$ cat config.mk
export PLATFORM = sky130hd
export DESIGN_NAME = keypad_4x4_cntr_flat
export DESIGN_NICKNAME = d
export VERILOG_FILES = /design/src/rtl/keypad_4x4_cntr_pkg.sv /design/src/rtl/keypad_4x4_cntr_if.sv /design/src/rtl/keypad_4x4_cntr_ring.sv /design/src/rtl/keypad_4x4_cntr.sv /design/src/flat_wrapper.sv
export SDC_FILE = /design/constraint.sdc
export NUM_CORES = 1
export LEC_CHECK = 0
export CAP_MARGIN = 25
export CORE_MARGIN = 5
export CORE_UTILIZATION = 61
export CTS_CLUSTER_SIZE = 10
export DETAILED_ROUTE_END_ITERATION = 8
export PLACE_DENSITY = 0.86
export SETUP_SLACK_MARGIN = 0.3
export SYNTH_ARGS = -nofsm -noshare
export SYNTH_HDL_FRONTEND = slang
export SYNTH_HIERARCHICAL = 1
export SYNTH_SLANG_ARGS = --single-unit
$ cat constraint.sdc
create_clock -name clk -period 5.5 [get_ports clk]
set_input_delay 0.825 -clock clk [delete_from_list [all_inputs] [get_ports clk]]
set_output_delay 0.825 -clock clk [all_outputs]
set_load 0.03 [all_outputs]
$ cat src/rtl/keypad_4x4_cntr_pkg.sv
// Shared types and constants for the 4x4 keypad scanner.
// Latency: n/a (package only).
// Backpressure: n/a; key events are pulses with no ready handshake.
package keypad_pkg;

  typedef enum logic [1:0] {
    SCAN     = 2'd0,
    DEBOUNCE = 2'd1,
    HOLD     = 2'd2,
    RELEASE  = 2'd3
  } state_t;

  localparam logic [3:0] COL0     = 4'b1110;
  localparam logic [3:0] COL1     = 4'b1101;
  localparam logic [3:0] COL2     = 4'b1011;
  localparam logic [3:0] COL3     = 4'b0111;
  localparam logic [3:0] ROW_IDLE = 4'b1111;

  // True when exactly one line of an active-low nibble is pulled low.
  function automatic logic single_low(input logic [3:0] v);
    return (v == COL0) || (v == COL1) || (v == COL2) || (v == COL3);
  endfunction

  // Position of the low bit in a one-hot-low nibble (0 for anything else).
  function automatic logic [1:0] low_index(input logic [3:0] v);
    logic [1:0] idx;
    idx = 2'd0;
    case (v)
      COL1:    idx = 2'd1;
      COL2:    idx = 2'd2;
      COL3:    idx = 2'd3;
      default: idx = 2'd0;
    endcase
    return idx;
  endfunction

endpackage

$ cat src/rtl/keypad_4x4_cntr_if.sv
// Keypad-side bus: row sense in, column drive and key events out.
// Latency: n/a (signal bundle). Optional entry field under KEYPAD_ENTRY_EN.
// Backpressure: none; key_valid is a single-cycle pulse.
interface keypad_4x4_cntr_if;
  logic [3:0]  row;
  logic [3:0]  col;
  logic [3:0]  key_value;
  logic        key_valid;
  logic        key_pressed;
`ifdef KEYPAD_ENTRY_EN
  logic [15:0] entry;

  modport master (input row, output col, output key_value, output key_valid,
                  output key_pressed, output entry);
  modport slave  (output row, input col, input key_value, input key_valid,
                  input key_pressed, input entry);
`else
  modport master (input row, output col, output key_value, output key_valid,
                  output key_pressed);
  modport slave  (output row, input col, input key_value, input key_valid,
                  input key_pressed);
`endif
endinterface

$ cat src/rtl/keypad_4x4_cntr_ring.sv
// One-hot-low column rotator: 1110 -> 1101 -> 1011 -> 0111 -> 1110.
// Latency: advances one position on the clock after enable is high.
// Backpressure: holds its code whenever enable is low.
module ring_counter_keypad
  import keypad_pkg::*;
(
  input  logic       clk,
  input  logic       reset_n,
  input  logic       enable,
  output logic [3:0] col
);

  // Rotate left so the low bit walks toward the MSB and wraps.
  always_ff @(posedge clk or negedge reset_n) begin
    if (!reset_n)    col <= COL0;
    else if (enable) col <= {col[2:0], col[3]};
  end

endmodule

$ cat src/rtl/keypad_4x4_cntr.sv
// 4x4 keypad scanner with press/release debounce; optional 4-key entry
// register under KEYPAD_ENTRY_EN. Latency: 2-clock row sync, then
// SCAN_DIV per column and DEBOUNCE_CNT to confirm. Backpressure: none.
module keypad_4x4_cntr
  import keypad_pkg::*;
#(
  parameter int SCAN_DIV     = 10000,
  parameter int DEBOUNCE_CNT = 100000
) (
  input  logic               clk,
  input  logic               reset_n,
  keypad_4x4_cntr_if.master  bus
);

  localparam int CNT_MAX = (SCAN_DIV > DEBOUNCE_CNT) ? SCAN_DIV : DEBOUNCE_CNT;
  localparam int CW      = $clog2(CNT_MAX);
  localparam logic [CW-1:0] SCAN_LAST = CW'(SCAN_DIV - 1);
  localparam logic [CW-1:0] DEB_LAST  = CW'(DEBOUNCE_CNT - 1);

  logic [3:0]    row_meta;
  logic [3:0]    row_s;
  state_t        state;
  state_t        state_nxt;
  logic [CW-1:0] cnt;
  logic [CW-1:0] cnt_nxt;
  logic          rotate;
  logic          latch;
  logic          confirm;
  logic          release_done;
  logic [3:0]    col;
  logic [3:0]    lat_row;
  logic [1:0]    lat_col;
  logic [3:0]    key_value_q;
  logic          key_valid_q;
  logic          key_pressed_q;

  // Bring the asynchronous row lines into the clock domain; idle is all-high.
  always_ff @(posedge clk or negedge reset_n) begin
    if (!reset_n) begin
      row_meta <= ROW_IDLE;
      row_s    <= ROW_IDLE;
    end else begin
      row_meta <= bus.row;
      row_s    <= row_meta;
    end
  end

  ring_counter_keypad u_ring (
    .clk     (clk),
    .reset_n (reset_n),
    .enable  (rotate),
    .col     (col)
  );

  // State and shared period/debounce counter registers.
  always_ff @(posedge clk or negedge reset_n) begin
    if (!reset_n) begin
      state <= SCAN;
      cnt   <= '0;
    end else begin
      state <= state_nxt;
      cnt   <= cnt_nxt;
    end
  end

  // Next state: the counter restarts on every transition and on column wrap.
  always_comb begin
    state_nxt    = state;
    cnt_nxt      = cnt + CW'(1);
    rotate       = 1'b0;
    latch        = 1'b0;
    confirm      = 1'b0;
    release_done = 1'b0;
    unique case (state)
      SCAN: begin
        if (cnt == SCAN_LAST) begin
          cnt_nxt = '0;
          if (single_low(row_s)) begin
            latch     = 1'b1;
            state_nxt = DEBOUNCE;
          end else begin
            rotate = 1'b1;
          end
        end
      end
      DEBOUNCE: begin
        if (row_s != lat_row) begin
          state_nxt = SCAN;
          cnt_nxt   = '0;
          rotate    = 1'b1;
        end else if (cnt == DEB_LAST) begin
          state_nxt = HOLD;
          cnt_nxt   = '0;
          confirm   = 1'b1;
        end
      end
      HOLD: begin
        // Row changes while held, including a second key, are ignored.
        cnt_nxt = '0;
        if (row_s == ROW_IDLE) state_nxt = RELEASE;
      end
      RELEASE: begin
        if (row_s != ROW_IDLE) begin
          state_nxt = HOLD;
          cnt_nxt   = '0;
        end else if (cnt == DEB_LAST) begin
          state_nxt    = SCAN;
          cnt_nxt      = '0;
          release_done = 1'b1;
          rotate       = 1'b1;
        end
      end
      default: begin
        state_nxt = SCAN;
        cnt_nxt   = '0;
      end
    endcase
  end

  // Capture the candidate key at the end of a column period.
  always_ff @(posedge clk or negedge reset_n) begin
    if (!reset_n) begin
      lat_row <= ROW_IDLE;
      lat_col <= 2'd0;
    end else if (latch) begin
      lat_row <= row_s;
      lat_col <= low_index(col);
    end
  end

  // Key event outputs, updated together on confirmation.
  always_ff @(posedge clk or negedge reset_n) begin
    if (!reset_n) begin
      key_value_q   <= 4'd0;
      key_valid_q   <= 1'b0;
      key_pressed_q <= 1'b0;
    end else begin
      key_valid_q <= confirm;
      if (confirm) begin
        key_value_q   <= {low_index(lat_row), lat_col};
        key_pressed_q <= 1'b1;
      end else if (release_done) begin
        key_pressed_q <= 1'b0;
      end
    end
  end

`ifdef KEYPAD_ENTRY_EN
  logic [15:0] entry_q;

  // Shift in each confirmed key; the oldest digit falls off the top.
  always_ff @(posedge clk or negedge reset_n) begin
    if (!reset_n)     entry_q <= 16'h0000;
    else if (confirm) entry_q <= {entry_q[11:0], low_index(lat_row), lat_col};
  end

  assign bus.entry = entry_q;
`endif

  assign bus.col         = col;
  assign bus.key_value   = key_value_q;
  assign bus.key_valid   = key_valid_q;
  assign bus.key_pressed = key_pressed_q;

endmodule

$ cat src/flat_wrapper.sv
// flat-port wrapper written by rule: the top's interface ports become plain ports
module keypad_4x4_cntr_flat import keypad_pkg::*;
#(
  parameter int SCAN_DIV     = 10000,
  parameter int DEBOUNCE_CNT = 100000
)
  (clk, reset_n, bus_row, bus_col, bus_key_value, bus_key_valid, bus_key_pressed);
  keypad_4x4_cntr_if bus_i ();
  input  logic clk;
  input  logic reset_n;
  input wire logic [$bits(bus_i.row)-1:0] bus_row;
  output wire logic [$bits(bus_i.col)-1:0] bus_col;
  output wire logic [$bits(bus_i.key_value)-1:0] bus_key_value;
  output wire logic [$bits(bus_i.key_valid)-1:0] bus_key_valid;
  output wire logic [$bits(bus_i.key_pressed)-1:0] bus_key_pressed;
  assign bus_i.row = bus_row;
  assign bus_col = bus_i.col;
  assign bus_key_value = bus_i.key_value;
  assign bus_key_valid = bus_i.key_valid;
  assign bus_key_pressed = bus_i.key_pressed;
  keypad_4x4_cntr #(.SCAN_DIV(SCAN_DIV), .DEBOUNCE_CNT(DEBOUNCE_CNT)) u_core (.clk(clk), .reset_n(reset_n), .bus(bus_i));
endmodule
---- Word level (Yosys, flattened, before mapping) ----
Index checks and enable logic that the tools add are counted.
storage, ports and cells
  flip-flop bits (word level) ............. 43
  latch bits .............................. 0
  memory bits (writable) .................. 0
  bits in read-only memories .............. 0
  input port bits ......................... 6
  output and inout port bits .............. 10
  word-level logic and storage cells ...... 69
  memories ................................ 0
operators by class
  $add $sub $neg .......................... 1
  multipliers ............................. 0
  div/mod/pow operators ................... 0
  order comparisons ....................... 0
  equality and inequality tests ........... 23
  shifts and indexed selects .............. 0
  muxes and demuxes ....................... 29
  bitwise logic cells ..................... 0
  reduce and logical (&&, ||, !) cells .... 6
operators with widths
  cell                   count
  $mux 17                4
  $pmux 17 s4            1
  $eq 4x4->1 const B     8
  $add 17x1->17 const B  1
  $eq 17x14->1 const B   1
  $eq 17x17->1 const B   1
  $mux 2                 7
  $mux 1                 13
  $eq 4x3->1 const B     3
  $pmux 2 s3             2
  $pmux 2 s4             1
  $ne 2x1->1 const B     3
  $ne 3x1->1 const B     2
  $reduce_and 5->1       1
  $eq 2x2->1 const B     2
  $ne 4x4->1             1
  $ne 4x4->1 const B     1
  $logic_or 1x1->1       3
  $pmux 1 s3             1
  $eq 2x1->1 const B     1
  $logic_not 2->1        1
  $reduce_bool 2->1      1

---- Logic depth before layout (Yosys ltp) ----
Gate-level depths: netlist of the first run.
  depth in word-level cells ............... 7
  mapped depth ............................ 7
  depth with buffers taken out ............ 7

---- Hierarchy ----
Netlist of the first run, hierarchy kept.
modules (own cells, without submodules)
  module               times used  cells each  area an instance (um^2)  seq. area each (um^2)
  keypad_4x4_cntr      1           161         1,838.0                  991.0
  ring_counter_keypad  1           8           148.9                    103.8

---- Least setup slack after synthesis of the first run ----
OpenSTA, ideal clock, no wires.
  path type ............................... reg2reg
  start ................................... register u_core.cnt[5]
  end ..................................... register u_core.u_ring.col[0]
  library setup time ...................... 125 ps
  arrival ................................. 2,047 ps
  required time ........................... 5,375 ps
  slack ................................... 3,328 ps
  stages on the path, launching flop included .. 7
  path buffers ............................ 0
  period minus slack after synthesis ...... 2,172 ps
  path through ............................ dfrtp_1 > or4b_4 > nor4_4 > nand4_1 > nand2b_1 > nand3_1 > mux2_2
between the ends
  longest elaborated chain between the ends .. 4
  elaborated cells between the ends (all ways) .. 6
  classes of those cells .................. eq/ne (2); mux (4)
ends and longest elaborated chain
  element                 line                        source
  start, declared         keypad_4x4_cntr.sv:24       logic [CW-1:0] cnt;
  start signal, assigned  keypad_4x4_cntr.sv:62       cnt <= cnt_nxt;
  $eq 17x17->1            keypad_4x4_cntr.sv:106      end else if (cnt == DEB_LAST) begin
  $mux 1                  keypad_4x4_cntr.sv:106
  $mux 1                  keypad_4x4_cntr.sv:103      if (row_s != ROW_IDLE) begin
  $pmux 1 s3 (*)          keypad_4x4_cntr.sv:74       unique case (state)
  via u_core.rotate       keypad_4x4_cntr.sv:26       logic rotate;
  end signal, assigned    keypad_4x4_cntr_ring.sv:16  else if (enable) col <= {col[2:0], col[3]};
  end, declared           keypad_4x4_cntr_ring.sv:10  output logic [3:0] col
The timed path passes the listed nets; every way through them passes the cells marked *.
A chain may end at the register's enable or synchronous reset.

---- Final worst setup path of the first run ----
  start ................................... register u_core.u_ring.col[3]
  end ..................................... output port bus_col[3]
RTL lines
  element        line                source
  end, declared  flat_wrapper.sv:12  output wire logic [$bits(bus_i.col)-1:0] bus_col;
No word-level cell between the ends.

==> results.sh, run 1 <==
export IMPL_clk_pin_slew_ns=0.12
export IMPL_hold_viol=0
export IMPL_clock_skew_ns=0.0189
export IMPL_cts_max_level=2
export IMPL_drc=0
export IMPL_cp_data_arrival_time_ns=1.63
export IMPL_startpoint_type="flip-flop"
export IMPL_area_delta_synth_final_pct=13.0
export IMPL_slew_headroom_pct=41.5
export IMPL_synth_fp_nets=176
export IMPL_netlist_area_um2=1990
export IMPL_drive_above_1_share_pct=25.1
export IMPL_core_um2=3080
export IMPL_antenna_found_initial=0
export IMPL_min_period_ns=2.46
export IMPL_ys_ff_latch=43
export IMPL_reg2regPathDepth=6
export IMPL_grt_pass1_vias=1285
export IMPL_cts_tree="done"
export IMPL_clockBufferDepth=2
export IMPL_diodes=0
export IMPL_crit_family="buffers and inverters"
export IMPL_cap_violations=0
export IMPL_layout_cells_non_filler=231
export IMPL_grt_max_degree=44
export IMPL_final_nets=193
export IMPL_cp_depth=1
export IMPL_peakVddDrop_v=0.000211
export IMPL_initial_utilization_pct=64.6
export IMPL_end_kind="output pin"
export IMPL_wl_mm=3.35
export IMPL_worstSetupPathType="reg2out"
export IMPL_syn_inst=169
export IMPL_yosysSeqAreaShare_pct=55.1
export IMPL_die_h_um=67.1
export IMPL_ctsHoldBuffers=0
export IMPL_drtPass1Iterations=5
export IMPL_power_leakage_nw=1.02
export IMPL_rows=20
export IMPL_wl_per_cell_um=14.5
export IMPL_post_place_ws_ns=3.18
export IMPL_finalSetupTns_ns=0
export IMPL_outcome="complete, no violations"
export IMPL_ant_nets=0
export IMPL_die_area_um2=4500
export IMPL_final_setup_viol_count=0
export IMPL_place_congestion=0.745
export IMPL_grt_usage_pct=17.6
export IMPL_yosys_warnings=6
export IMPL_synth_area_leaders="dfrtp_1 35%, dfstp_2 20%, xor2_1 7.1%"
export IMPL_yosysTopAreaCell="dfrtp_1"
export IMPL_hold_path_class="reg2reg"
export IMPL_worst_path_max_delay_cell="clkdlybuf4s50_1"
export IMPL_powerDensity_nw_per_um2=244
export IMPL_worst_path_largest_cell_delay_ns=0.68
export IMPL_clkLatencyLatePin_ns=0.36
export IMPL_slew_viol_final=0
export IMPL_holdPathStages=0
export IMPL_total_power_mw=0.549
export IMPL_path_cells="clkdlybuf4s50_1"
export IMPL_cts_buffers=5
export IMPL_post_cts_buffers=0
export IMPL_cts_root_buf="clkbuf_4"
export IMPL_fmax_mhz=407
export IMPL_worstPathRequired_ns=4.68
export IMPL_path_buf_inv=1
export IMPL_via_per_inst=5.49
export IMPL_final_common_cell="dfrtp_1"
export IMPL_fin_area_um2=2250
export IMPL_numPortBuffers=15
export IMPL_period_share_pct=44.7
export IMPL_tightest_slew_ns=0.877
export IMPL_vias=1268
export IMPL_ios=16
export IMPL_avgSynthCellArea_um2=11.8
export IMPL_ys_types=35
export IMPL_drt_iter0_drc=65
export IMPL_setup_slack_ns=3.04
export IMPL_die_x_um=67.1
export IMPL_dp_cells=223
export IMPL_hpwl_mm=2.49
export IMPL_grt_pass1_wl_mm=5.78
export IMPL_post_dp_cell_area_um2=2160
export IMPL_final_cell_mix="28 x dfrtp_1, 27 x nor2_1, 16 x xor2_1"
export IMPL_crit_fanout=5
export IMPL_overflow=0
export IMPL_cts_resized=0
export IMPL_numClockSinks=43
export IMPL_rsz0062_at_grt="no"
export IMPL_post_synth_top_area_fraction_pct=35.3
final cells by class:
type	count	area (um^2)
Sequential cell	43	1090
Multi-Input combinational cell	117	846
Fill cell	212	832
Timing Repair Buffer	15	145
Tap cell	44	55.1
Clock buffer	6	51.3
Clock inverter	2	38.8
Inverter	4	15.0
flip-flops by register name, summed over array words and instances (netlist names):
| name | flops |
|---|---|
| u_core/u_ring/col | 4 |
| u_core/lat_row | 4 |
| u_core/row_meta | 4 |
| u_core/bus.key_value | 4 |
| u_core/cnt | 17 |
| u_core/bus.key_valid | 1 |
| u_core/bus.key_pressed | 1 |
| u_core/row_s | 4 |
| u_core/state | 2 |
| u_core/lat_col | 2 |
logic make-up (layout without fill, tap and decap cells):
logic type / after synthesis / in the layout / share of synthesized area, %
AO/OA/AOI/OAI: 10 / 10 / 4.03
XOR/XNOR: 24 / 24 / 10.6
adder cells (fa/ha/maj): 1 / 1 / 0.630
buffers and inverters: 9 / 27 / 2.33
flip-flops: 43 / 43 / 55.1
multiplexers: 14 / 14 / 8.69
AND/OR/NAND/NOR: 68 / 68 / 18.6
synth_stat cells (all sizes together):
library cell and count:
a21o 2, nand2b 1, nor4 3, nand2 3, xor2 16, o21ba 1
nor2 28, a21oi 3, and2 1, dfrtp 28, mux2 14, buf 3
nand4 6, clkbuf 2, or4b 1, ha 1, o21a 1, or3 1
nor3 2, nand3 13, inv 4, nand4b 1, xnor2 8, and4 1
o32ai 1, dfstp 15, and3 6, a31oi 1, nor3b 1, o221ai 1
metal layers:
layer | routed length [um] | GRT usage (%) | vias up
li1 | - | - | 612
met4 | 56 | 6.84 | 0
met2 | 1730 | 30.8 | 28
met5 | 0 | 0 | -
met3 | 164 | 5.56 | 6
met1 | 1400 | 19.6 | 622
final timing paths:
| check | start | to | slack [ns] |
|---|---|---|---|
| hold / removal | u_core/row_meta[0] | u_core/row_s[0] | 0.36 |
| hold reg to reg | u_core/row_meta[0] | u_core/row_s[0] | 0.36 |
| min in group asynchronous | reset_n | u_core/bus.key_value[3] | 0.56 |
| setup / recovery | u_core/u_ring/col[3] | bus_col[3] | 3.04 |
| setup reg to reg | u_core/cnt[5] | u_core/u_ring/col[0] | 3.15 |
| max in group asynchronous | reset_n | u_core/cnt[15] | 4.37 |
where the power goes:
part	internal (mW)	switching, mW	leakage [nW]	total, mW
Combinational	0.00514	0.00841	0.437	0.0136
Clock	0.110	0.100	0.0489	0.210
Sequential	0.322	0.00331	0.533	0.325
Total	0.437	0.112	1.02	0.549
metrics by stage:
step	hold slack, ns	utilization, %
3_3_place_gp	0.346	70.0
6_report	0.364	73.0
4_1_cts	0.366	73.0
2_1_floorplan	0.345	-
3_5_place_dp	0.348	70.0
5_1_grt	0.370	73.0
No activity file was read; power rests on OpenSTA's default activity.
==> run 2: changes to the inputs <==
--- a/config.mk
+++ b/config.mk
@@ -7,10 +7,10 @@
 export LEC_CHECK = 0
 export CAP_MARGIN = 25
 export CORE_MARGIN = 5
-export CORE_UTILIZATION = 61
+export CORE_UTILIZATION = 57
 export CTS_CLUSTER_SIZE = 10
 export DETAILED_ROUTE_END_ITERATION = 8
-export PLACE_DENSITY = 0.86
+export PLACE_DENSITY = 0.81
 export SETUP_SLACK_MARGIN = 0.3
 export SYNTH_ARGS = -nofsm -noshare
 export SYNTH_HDL_FRONTEND = slang
==> constraint.sdc (replaced) <==
create_clock -name clk -period 2.3 [get_ports clk]
set_input_delay 0.345 -clock clk [delete_from_list [all_inputs] [get_ports clk]]
set_output_delay 0.345 -clock clk [all_outputs]
set_load 0.03 [all_outputs]
==> results.sh, run 2 (synthesized netlist as in run 1, its figures left out) <==
export IMPL_grt_usage_pct=17.9
export IMPL_largest_reg_flops=17
export IMPL_fin_area_um2=2510
export IMPL_crit_fanout=4
export IMPL_peakVddDrop_v=0.000404
export IMPL_worst_path_largest_cell_delay_ns=0.55
export IMPL_fin_hold_ws_ns=0.292
export IMPL_cp_data_arrival_time_ns=2.40
export IMPL_wl_mm=3.97
export IMPL_tightest_slew_ns=0.548
export IMPL_hpwl_mm=2.44
export IMPL_slew_viol_final=0
export IMPL_post_dp_cell_area_um2=2190
export IMPL_worstSetupPathType="reg2reg"
export IMPL_final_nets=212
export IMPL_drc=0
export IMPL_layout_cells_non_filler=252
export IMPL_die_h_um=69.0
export IMPL_drive_above_1_share_pct=34.0
export IMPL_final_common_cell="dfrtp_1"
export IMPL_drt_iter0_drc=125
export IMPL_hold_path_class="in2async"
export IMPL_worst_path_max_delay_cell="or4b_4"
export IMPL_via_per_inst=5.51
export IMPL_top_register="u_core/cnt"
export IMPL_ios=16
export IMPL_powerDensity_nw_per_um2=490
export IMPL_slew_headroom_pct=63.5
export IMPL_grt_max_degree=44
export IMPL_path_cells="or4b_4 > nor4_4 > nand4_1 > buf_4 > nor2_4 > buf_6 > mux2_4"
export IMPL_outcome="complete, no violations"
export IMPL_initial_utilization_pct=59.1
export IMPL_hold_viol=0
export IMPL_clockBufferDepth=2
export IMPL_fmax_mhz=468
export IMPL_numClockSinks=43
export IMPL_clkLatencyLatePin_ns=0.36
export IMPL_die_x_um=69.0
export IMPL_end_kind="flip-flop"
export IMPL_finalSetupTns_ns=0
export IMPL_min_period_ns=2.13
export IMPL_startpoint_type="flip-flop"
export IMPL_numPortBuffers=15
export IMPL_place_congestion=0.811
export IMPL_post_place_ws_ns=0.0439
export IMPL_rsz0062_at_grt="yes"
export IMPL_total_power_mw=1.23
export IMPL_rows=21
export IMPL_final_cell_mix="28 x dfrtp_1, 27 x nor2_1, 16 x xor2_1"
export IMPL_period_share_pct=92.8
export IMPL_power_leakage_nw=1.22
export IMPL_grt_pass1_wl_mm=6.76
export IMPL_grt_pass1_vias=1465
export IMPL_cap_violations=0
export IMPL_cts_root_buf="clkbuf_4"
export IMPL_vias=1388
export IMPL_path_buf_inv=2
export IMPL_cts_tree="done"
export IMPL_crit_family="simple AND/OR/NAND/NOR gates"
export IMPL_ant_nets=0
export IMPL_worstPathRequired_ns=2.56
export IMPL_area_delta_synth_final_pct=26.5
export IMPL_overflow=0
export IMPL_die_area_um2=4770
export IMPL_diodes=0
export IMPL_wl_per_cell_um=15.7
export IMPL_setup_slack_ns=0.165
export IMPL_clk_pin_slew_ns=0.12
export IMPL_utilization_pct=74.7
export IMPL_clock_skew_ns=0.00715
export IMPL_drtPass1Iterations=4
export IMPL_cts_max_level=2
export IMPL_final_setup_viol_count=0
export IMPL_antenna_found_initial=0
export IMPL_dp_cells=227
export IMPL_core_um2=3360
export IMPL_cts_buffers=5
## run 2: power by group
group / internal, mW / switching, mW
logic: 0.0179 / 0.0235
registers: 0.770 / 0.00755
clock network: 0.180 / 0.234
## run 2: final timing paths
check	startpoint	endpoint	slack, ns	cells past startpoint
max	u_core/cnt[6]	u_core/lat_col[1]	0.17	7
min	reset_n	u_core/bus.key_value[2]	0.29	2
max reg2reg	u_core/cnt[6]	u_core/lat_col[1]	0.17	7
min reg2reg	u_core/row_meta[0]	u_core/row_s[0]	0.35	0
max in group asynchronous	reset_n	u_core/row_meta[0]	1.55	3
min in group clk	u_core/row_meta[0]	u_core/row_s[0]	0.35	0
## run 2: timing repair
| action | in CTS | in global routing |
|---|---|---|
| gates cloned | 0 | 0 |
| hold buffers | 0 | 1 |
| pin swaps | 6 | 8 |
| endpoints found under the setup margin | 31 | 36 |
| gates resized for setup | 13 | 9 |
| endpoints found under the hold margin | 0 | 28 |
| buffers inserted | 10 | 5 |
## run 2: worst reg2reg max path: stages (launching register included)
cell and delay [ns]:
dfrtp_1 0.40, or4b_4 0.55, nor4_4 0.23, nand4_1 0.18, buf_4 0.19, nor2_4 0.10
buf_6 0.12, mux2_4 0.29
## run 2: area by class of cell
class                           instances  area (um^2)
Clock buffer                            8         68.8
Fill cell                             225          850
Inverter                                4         15.0
Multi-Input combinational cell        117          940
Sequential cell                        43         1090
Tap cell                               46         57.6
Timing Repair Buffer                   34          338
## run 2: per-layer routing
layer	track usage, %	wire, um	vias up
met4	10.8	112	0
met5	0	0	-
met3	4.22	166	11
met2	31.0	2110	40
met1	19.7	1580	682
li1	-	-	655
==> run 3: changes to the inputs <==
--- a/config.mk
+++ b/config.mk
@@ -12,6 +12,7 @@
 export DETAILED_ROUTE_END_ITERATION = 8
 export PLACE_DENSITY = 0.81
 export SETUP_SLACK_MARGIN = 0.3
+export SLEW_MARGIN = 20
 export SYNTH_ARGS = -nofsm -noshare
 export SYNTH_HDL_FRONTEND = slang
 export SYNTH_HIERARCHICAL = 1
==> results.sh, run 3 (synthesized netlist as in run 1, its figures left out) <==
export IMPL_cts_max_level=2
export IMPL_antenna_found_initial=0
export IMPL_post_place_ws_ns=0.0439
export IMPL_initial_utilization_pct=59.1
export IMPL_final_cell_mix="28 x dfrtp_1, 27 x nor2_1, 16 x xor2_1"
export IMPL_diodes=0
export IMPL_drtPass1Iterations=4
export IMPL_hold_viol=0
export IMPL_die_area_um2=4770
export IMPL_slew_viol_final=0
export IMPL_cts_buffers=5
export IMPL_combPwrFrac_pct=3.4
export IMPL_post_dp_cell_area_um2=2190
export IMPL_setup_slack_ns=0.170
export IMPL_intPower_mw=0.967
export IMPL_fin_hold_ws_ns=0.349
export IMPL_hold_path_class="reg2reg"
export IMPL_ios=16
export IMPL_powerDensity_nw_per_um2=492
export IMPL_area_delta_synth_final_pct=26.5
export IMPL_outcome="complete, no violations"
export IMPL_ant_nets=0
export IMPL_largest_reg_flops=17
export IMPL_power_leakage_nw=1.22
export IMPL_overflow=0
export IMPL_worstPathRequired_ns=2.57
export IMPL_grt_max_degree=44
export IMPL_cap_violations=0
export IMPL_final_common_cell="dfrtp_1"
export IMPL_peakVddDrop_v=0.000406
export IMPL_rows=21
export IMPL_cp_data_arrival_time_ns=2.40
export IMPL_cts_root_buf="clkbuf_4"
export IMPL_final_nets=212
export IMPL_fmax_mhz=470
export IMPL_clockBufferDepth=2
export IMPL_switching_share_pct=21.8
export IMPL_total_power_mw=1.24
export IMPL_worstSetupPathType="reg2reg"
export IMPL_multiInputGateArea_um2=940
export IMPL_period_share_pct=92.6
export IMPL_grt_pass1_vias=1465
export IMPL_drt_iter0_drc=149
export IMPL_die_h_um=69.0
export IMPL_clock_power_share_pct=33.8
export IMPL_clkLatencyLatePin_ns=0.36
export IMPL_grt_pass1_wl_mm=6.76
export IMPL_numClockSinks=43
export IMPL_numPortBuffers=15
export IMPL_tightest_slew_ns=0.518
export IMPL_core_um2=3360
export IMPL_place_congestion=0.811
export IMPL_wl_per_cell_um=16.6
export IMPL_fin_area_um2=2510
export IMPL_top_register="u_core/cnt"
export IMPL_die_x_um=69.0
export IMPL_hpwl_mm=2.44
export IMPL_via_per_inst=5.63
export IMPL_drc=0
export IMPL_end_kind="flip-flop"
export IMPL_pwr_share_seq_pct=62.8
export IMPL_final_setup_viol_count=0
export IMPL_p_sw_mw=0.270
export IMPL_regArea_um2=1090
export IMPL_fillers=225
export IMPL_clk_pin_slew_ns=0.12
export IMPL_vias=1420
export IMPL_slew_headroom_pct=65.5
export IMPL_drive_above_1_share_pct=34.0
export IMPL_rsz0062_at_grt="yes"
export IMPL_clock_skew_ns=0.00991
export IMPL_crit_fanout=4
export IMPL_cts_tree="done"
export IMPL_wl_mm=4.19
export IMPL_min_period_ns=2.13
export IMPL_startpoint_type="flip-flop"
export IMPL_grt_usage_pct=17.9
export IMPL_finalSetupTns_ns=0
## run 3: stage by stage
| stage | cells | utilization (%) |
|---|---|---|
| after floorplan | 169 | - |
| after global placement | 227 | 65.2 |
| after detailed placement | 227 | 65.2 |
| after CTS | 245 | 71.7 |
| after global routing | 252 | 74.7 |
| final | 252 | 74.7 |
## run 3: final timing paths
path                               startpoint                      end  slack [ns]  cells past startpoint
max in group asynchronous             reset_n       u_core/row_meta[0]        1.40                      3
min                        u_core/row_meta[0]          u_core/row_s[0]        0.35                      0
min reg2reg                u_core/row_meta[0]          u_core/row_s[0]        0.35                      0
max reg2reg                     u_core/cnt[6]        u_core/lat_col[1]        0.17                      7
max                             u_core/cnt[6]        u_core/lat_col[1]        0.17                      7
min in group asynchronous             reset_n  u_core/bus.key_value[2]        0.37                      2
## run 3: repair_timing
item / in CTS / in global routing
endpoints found under the hold margin: 0 / 1
pin swaps: 6 / 8
setup buffers: 10 / 5
hold buffers: 0 / 1
resized for setup: 13 / 9
endpoints found under the setup margin: 31 / 36
## run 3: layer usage
metal  up-vias  track usage, %  share of wire [%]
li1        658               -                  -
met4         0            10.8                2.6
met1       708            19.7                 40
met2        45            31.0                 53
met5         -               0                  0
met3         9            4.22                4.4
## run 3: area by class of cell
type,count,share of cell area [%]
sequential,43,43.6
multi-input combinational,117,37.4
timing repair buffer,34,13.4
clock buffer,8,2.74
tap,46,2.29
inverter,4,0.597
## run 3: power by group through the flow
| stage | logic, mW | clock network [mW] | registers (mW) |
|---|---|---|---|
| finish | 0.0422 | 0.418 | 0.778 |
| global route | 0.0481 | 0.466 | 0.779 |
| CTS | 0.0355 | 0.425 | 0.777 |
| detailed placement | 0.0343 | 0 | 0.790 |
| global placement | 0.0330 | 0 | 0.790 |
| floorplan | 0.0128 | 0 | 0.787 |
## run 3: worst max-delay path, stage by stage, from the launching register on
cell     delay, ns
dfrtp_1       0.40
or4b_4        0.55
nor4_4        0.23
nand4_1       0.18
buf_4         0.18
nor2_4        0.10
buf_6         0.12
mux2_4        0.29
